## src/rtl/sprite_pos_fetch.sv

```systemverilog
// Once per frame, fetches the six sprite coordinates from memory port A and
// commits them together, so vga never sees a half-updated set of positions.
module sprite_pos_fetch #(
  parameter int               WIDTH = 16,
  parameter logic [WIDTH-1:0] MXP   = WIDTH'(6000),
  parameter logic [WIDTH-1:0] MYP   = WIDTH'(6004),
  parameter logic [WIDTH-1:0] P1XP  = WIDTH'(6008),
  parameter logic [WIDTH-1:0] P1YP  = WIDTH'(6012),
  parameter logic [WIDTH-1:0] P2XP  = WIDTH'(6016),
  parameter logic [WIDTH-1:0] P2YP  = WIDTH'(6020)
) (
  input  logic             clk,
  input  logic             reset,
  input  logic             frame_start,
  input  logic [WIDTH-1:0] mem_data,
  output logic [WIDTH-1:0] mem_addr,
  output logic [WIDTH-1:0] mx,
  output logic [WIDTH-1:0] my,
  output logic [WIDTH-1:0] p1x,
  output logic [WIDTH-1:0] p1y,
  output logic [WIDTH-1:0] p2x,
  output logic [WIDTH-1:0] p2y,
  output logic             busy,
  output logic             done,
  output logic [1:0]       state_dbg
);

  typedef enum logic [1:0] {
    IDLE   = 2'd0,
    FETCH  = 2'd1,
    DRAIN  = 2'd2,
    COMMIT = 2'd3
  } state_e;

  state_e           state_q, state_d;
  logic [2:0]       idx_q, idx_d;
  logic [WIDTH-1:0] shadow_q [6];
  logic [WIDTH-1:0] coord_q  [6];
  logic             done_q;

  function automatic logic [WIDTH-1:0] addr_of(input logic [2:0] idx);
    case (idx)
      3'd0:    addr_of = MXP;
      3'd1:    addr_of = MYP;
      3'd2:    addr_of = P1XP;
      3'd3:    addr_of = P1YP;
      3'd4:    addr_of = P2XP;
      default: addr_of = P2YP;
    endcase
  endfunction

  // frame_start is a request pulse honoured only in IDLE (never queued);
  // done is a one-cycle pulse marking the cycle the new snapshot is visible.
  always_comb begin
    state_d  = state_q;
    idx_d    = idx_q;
    mem_addr = MXP;
    busy     = 1'b0;
    case (state_q)
      IDLE: begin
        if (frame_start) begin
          state_d = FETCH;
          idx_d   = 3'd0;
        end
      end
      FETCH: begin
        busy     = 1'b1;
        mem_addr = addr_of(idx_q);
        if (idx_q == 3'd5) state_d = DRAIN;
        else               idx_d   = idx_q + 3'd1;
      end
      DRAIN: begin
        busy     = 1'b1;
        mem_addr = P2YP;
        state_d  = COMMIT;
      end
      COMMIT: begin
        busy    = 1'b1;
        state_d = IDLE;
        idx_d   = 3'd0;
      end
    endcase
  end

  always_ff @(posedge clk) begin
    if (reset) begin
      state_q <= IDLE;
      idx_q   <= 3'd0;
      done_q  <= 1'b0;
      for (int i = 0; i < 6; i++) begin
        shadow_q[i] <= '0;
        coord_q[i]  <= '0;
      end
    end else begin
      state_q <= state_d;
      idx_q   <= idx_d;
      done_q  <= (state_q == COMMIT);
      // Read data lags its address by one cycle, hence the idx-1 slot.
      if (state_q == FETCH) begin
        for (int i = 0; i < 5; i++) begin
          if (idx_q == 3'(i + 1)) shadow_q[i] <= mem_data;
        end
      end
      if (state_q == DRAIN) shadow_q[5] <= mem_data;
      if (state_q == COMMIT) begin
        for (int i = 0; i < 6; i++) coord_q[i] <= shadow_q[i];
      end
    end
  end

  assign mx        = coord_q[0];
  assign my        = coord_q[1];
  assign p1x       = coord_q[2];
  assign p1y       = coord_q[3];
  assign p2x       = coord_q[4];
  assign p2y       = coord_q[5];
  assign done      = done_q;
  assign state_dbg = state_q;

endmodule

```

## config.mk

```make
export PLATFORM = sky130hd
export DESIGN_NAME = sprite_pos_fetch
export DESIGN_NICKNAME = d
export VERILOG_FILES = /design/src/rtl/sprite_pos_fetch.sv
export SDC_FILE = /design/constraint.sdc
export NUM_CORES = 1
export LEC_CHECK = 0
export BUFFER_PORTS_ARGS = -buffer_cell sky130_fd_sc_hd__buf_2
export CAP_MARGIN = 5
export CORE_ASPECT_RATIO = 0.8
export CORE_UTILIZATION = 55
export DETAILED_ROUTE_END_ITERATION = 12
export PLACE_DENSITY = 0.79
export RECOVER_POWER = 50
export SYNTH_ARGS = -nofsm -noshare
export SYNTH_HDL_FRONTEND = slang
export SYNTH_SLANG_ARGS = --single-unit
```

## constraint.sdc

```tcl
create_clock -name clk -period 2.85 [get_ports clk]
set_input_delay 0.4275 -clock clk [delete_from_list [all_inputs] [get_ports clk]]
set_output_delay 0.4275 -clock clk [all_outputs]
set_load 0.1 [all_outputs]
```

======== Word level (Yosys, flattened, before mapping) ========
Memory sizes are Yosys's and may differ from the RTL's.
Index checks and enable logic that the tools add are counted.
operators by class
  $add $sub $neg .......................... 1
  equal/unequal tests ..................... 11
  multiplexer cells ....................... 49
  bitwise gates (word level) .............. 12
  reductions and logical operators ........ 6
operators with widths
  kind                 number
  $mux 16              12
  $pmux 8 s5           1
  $mux 1               29
  $pmux 8 s2           1
  $or 1x1->1           12
  $pmux 3 s3           1
  $pmux 2 s4           1
  $eq 3x2->1 const B   2
  $eq 3x3->1 const B   2
  $mux 3               2
  $ne 2x2->1 const B   3
  $eq 2x2->1 const B   2
  $mux 2               2
  $add 3x1->3 const B  1
  $eq 3x1->1 const B   1
  $logic_not 3->1      1
  $reduce_and 3->1     1
  $reduce_bool 3->1    1
  $reduce_or 3->1      1
  $eq 2x1->1 const B   1
  $logic_not 2->1      1
  $reduce_and 2->1     1
word-level totals
  flip-flop bits (word level) ............. 6
  memory bits (writable) .................. 192
  bits of input ports ..................... 19
  output and inout port bits .............. 116
  logic and storage cells ................. 84
  memories kept ........................... 2
memory list
  name      words  width  read ports  clocked after Yosys merged registers in  wr ports  line  text
  coord_q   6      16     6           0                                        6         38    logic [WIDTH-1:0] coord_q [6];
  shadow_q  6      16     6           0                                        6         37    logic [WIDTH-1:0] shadow_q [6];

======== Depth between registers and ports, before layout ========
  word-level depth ........................ 6
  depth in mapped cells ................... 7
  depth with buffers taken out ............ 5

======== Worst setup path after synthesis ========
Ideal clock, no wire load.
  kind .................................... register to output
  from .................................... register state_q[0], in the netlist state_dbg[0]
  to ...................................... output mem_addr[7]
  arrival time ............................ 3.742 ns
  data required time ...................... 2.423 ns
  setup slack ............................. -1.320 ns
  stages on the path, launching flop included .. 5
  buffers on the path ..................... 0
  cells stage by stage .................... dfxtp_1 -> inv_1 -> ha_1 -> nand2_1 -> o21ai_0
between the ends
  longest elaborated chain between the ends .. 2
  elaborated cells between the ends (all ways) .. 3
  those cells by class .................... eq/ne (2); mux (1)
RTL lines
  item                                      line  text
  start, declared                           35    state_e state_q, state_d;
  start signal, assigned                    95    state_q <= state_d;
  $eq 2x2->1 or $eq 2x1->1 (tied branches)  59    case (state_q)
  $pmux 8 s2 (*)                            59
  end, declared                             16    output logic [WIDTH-1:0] mem_addr,
Mark *: on every way between the ends. The rest lies on a longest branch, timed or not.

======== Final worst setup path ========
  from .................................... register idx_q[1]
  to ...................................... output mem_addr[2]
between the ends
  longest elaborated chain between the ends .. 3
  elaborated cells between the ends (all ways) .. 7
  those cells by class .................... eq/ne (4); mux (2); reduce/logical (1)
RTL lines
  item                                line  text
  start, declared                     36    logic [2:0] idx_q, idx_d;
  start signal, assigned              96    idx_q <= idx_d;
  $eq 3x3->1 (tied with other cells)  42    case (idx)
  $pmux 8 s5 (*)                      42
  $pmux 8 s2 (*)                      59
Marked as above.

==> results.py <==
metrics = {
    "run_status": {
        "status": "finished, violations left",
        "violations": "max-capacitance violations, max-slew violations",
    },
    "sta": {
        "skew_ns": 0.0102,
        "tns_ns": 0,
        "setup_viol": 0,
        "finalCritPeriodShare_pct": 94.9,
        "rsz0062_at_grt": "no",
        "hold-worst-slack_ns": 0.371,
        "max_slew.worst_pin.slew_ns": 1.51,
        "relSlewSlack_pct": -0.418,
        "slew_violations": 35,
        "layout_min_cycle_time_ns": 2.70,
        "timing.fmax_ghz": 0.370,
        "hold_viol_final": 0,
    },
    "synthesis": {
        "yosysSeqAreaShare_pct": 75.9,
        "synthXorXnorAreaFrac_pct": 0,
        "synth_adder_area_share_pct": 1.61,
        "syn_avg_cell_area_um2": 15.8,
        "netlist_area_um2": 7760,
        "syn_inst": 491,
        "synthSimpleGateAreaFrac_pct": 17.9,
        "synthArstFlopShare_pct": 0,
        "synth_edf_count": 192,
        "synth_compound_area_share_pct": 1.82,
        "synth_ff_type": "edfxtp_1",
        "ys_ff_latch": 198,
        "synth_top_family_by_area": "simple AND/OR/NAND/NOR gates",
        "ys_types": 36,
        "synth.area.mux_share_pct": 0,
        "ys_warn_count": 0,
    },
    "power": {
        "clkPwrFrac_pct": 29.3,
        "p_leak_nw": 3.40,
        "finalPower_w": 0.00800,
        "seq_power_share_pct": 45.0,
        "intPower_w": 0.00513,
        "pwr-share-comb_pct": 25.7,
        "p_per_area_nw_per_um2": 892,
        "p_switching_w": 0.00287,
        "switching_share_pct": 35.9,
        "ir_drop_uv": 1140,
    },
    "clock_tree": {
        "cts_tree": "built",
        "cts-root-buf": "clkbuf_16",
        "clk_path_buf_depth": 2,
        "clkLatencyLatePin_ns": 0.42,
        "clock_sinks": 198,
        "cts_setup_buffers": 0,
        "h-tree-depth": 4,
        "numCtsBuffers": 17,
        "clk_pin_slew_worst_paths_ns": 0.06,
    },
    "cells_and_area": {
        "final_cells": 804,
        "regArea_um2": 5890,
        "syn2layout_area_growth_pct": 15.6,
        "final_cell_mix": "edfxtp_1, and2_1, clkbuf_1",
        "n_antenna_cell": 0,
        "num-fill-cells": 1000,
        "final_cell_area_um2": 8970,
        "multi_input_area_um2": 1710,
        "drive_above_1_share_pct": 10.4,
        "layout_commonest_cell": "edfxtp_1",
        "num-nets-final": 642,
    },
    "worst_setup_path": {
        "arrival_ns": 2.28,
        "required_ns": 2.42,
        "cp-start-kind": "register",
        "end_kind": "output pin",
        "r2r_slack_ns": 0.32,
        "crit_type": "register to output pin",
        "crit_path_max_fanout": 7,
        "r2r-start": "state_dbg[0]",
        "reg2reg_to": "coord_q[2][10]",
        "ff2ff_path_depth": 3,
    },
    "routing": {
        "first_pass_iters": 4,
        "detail_route.iter0.violations": 334,
        "drc": 0,
        "routed_wl_um": 13200,
        "final_antenna_net_count": 0,
        "vias": 4029,
        "wl_per_cell_um": 16.5,
        "via_per_inst": 5.01,
    },
    "floorplanning": {
        "die_h_um": 108,
        "start_util_pct": 56.9,
        "core_um2": 13600,
        "fp-row-count": 38,
        "fp.dieW_um": 135,
        "num_io_pins": 135,
        "die_area_um2": 14600,
    },
    "place": {
        "dpl.cell_count": 774,
        "io_buffers": 124,
        "dpl_cell_area_um2": 8530,
        "gp_congestion": 0.891,
        "place_hpwl_um": 9010,
    },
    "grt": {
        "antenna_found_initial": 0,
        "track_usage_pct": 18.6,
        "grt_pass1_vias": 3802,
        "grt_pass1_wl_um": 19500,
        "grt_overflow": 0,
        "grt_max_degree": 50,
    },
    "min_path": {
        "min_path_type": "input pin to register",
        "hp-start": "mem_data[7]",
        "min_to": "shadow_q[4][7]",
        "min_path_cells": 2,
    },
    "job": {
        "maxCapViolCount": 1,
    },
}
==> critical path, cell delays in order (launching register included) <==
cell	delay, ns
dfxtp_1	0.39
inv_1	0.09
ha_1	0.26
or3_1	0.40
a21oi_1	0.25
o311a_1	0.18
buf_4	0.28
==> cell usage after synthesis (all sizes together), types with 2 or more instances <==
| cell type | n | area (um2) |
|---|---|---|
| buf | 17 | 121 |
| nor2b | 3 | 18.8 |
| o21ai | 2 | 10.0 |
| a21oi | 5 | 25.0 |
| inv | 7 | 26.3 |
| or4b | 2 | 20.0 |
| and3b | 2 | 17.5 |
| dfxtp | 6 | 120 |
| ha | 10 | 125 |
| and2 | 192 | 1200 |
| o31ai | 4 | 30.0 |
| nand2 | 3 | 11.3 |
| edfxtp | 192 | 5770 |
| or2 | 4 | 25.0 |
| nand2b | 2 | 12.5 |
| conb | 2 | 7.51 |
| clkbuf | 16 | 60.1 |
| a21o | 2 | 15.0 |
| nor2 | 5 | 18.8 |
==> flip-flops by register name, indices dropped and copies added (netlist names) <==
register / count
shadow_q: 96
idx_q: 3
done: 1
state_dbg: 2
coord_q: 96
==> power groups by stage <==
stage	Clock, W	Combinational, W	Sequential (W)
global route	0.00248	0.00213	0.00362
detailed placement	0	0.00211	0.00366
global placement	0	0.00208	0.00364
floorplan	0	0.000835	0.00464
finish	0.00234	0.00206	0.00360
CTS	0.00237	0.00212	0.00360
==> worst max path at each step <==
stage | startpoint | end | slack, ns | cells after the start
final | idx_q[1] | mem_addr[2] | 0.15 | 6
after global routing | idx_q[1] | mem_addr[2] | 0.08 | 6
after CTS | idx_q[1] | mem_addr[7] | 0.08 | 6
after detailed placement | idx_q[1] | mem_addr[2] | 0.44 | 6
after global placement | idx_q[1] | mem_addr[2] | 0.55 | 6
after floorplan | state_dbg[0] | mem_addr[5] | -0.50 | 5
==> kinds of logic (layout without fill, tap and decap cells) <==
kind of cell	after synthesis	after routing
AND/OR/NAND/NOR	222	222
flip-flops	198	198
buffers and inverters	40	165
AO/OA/AOI/OAI	19	19
adder cells (fa/ha/maj)	10	10
other	2	10
==> layout make-up <==
cell class | instances | area share, %
multi-input cells | 261 | 19.1
clock buffers | 18 | 4.79
repair buffers | 128 | 5.92
clock inverters | 12 | 1.72
flip-flops and latches | 198 | 65.7
inverters | 7 | 0.293
well taps | 180 | 2.51
==> repair_timing <==
action	in CTS	in global routing
resized for setup	1	1
hold buffers	0	0
endpoints found under the setup margin	1	1
==> through the flow <==
stage | util, % | setup slack, ns
after floorplan | - | -0.498
after global placement | 62.5 | 0.549
after detailed placement | 62.5 | 0.444
after CTS | 66.8 | 0.0776
after global routing | 65.7 | 0.0756
final | 65.7 | 0.145
==> metal layers <==
metal | vias up | global-route usage [%] | part of all wire [%]
met4 | 0 | 8.67 | 1.4
met3 | 16 | 4.88 | 5.7
met5 | - | 0 | 0
li1 | 1928 | - | -
met2 | 132 | 32.0 | 50
met1 | 1953 | 22.1 | 43
Note: power is estimated with default switching activity, not from simulation.
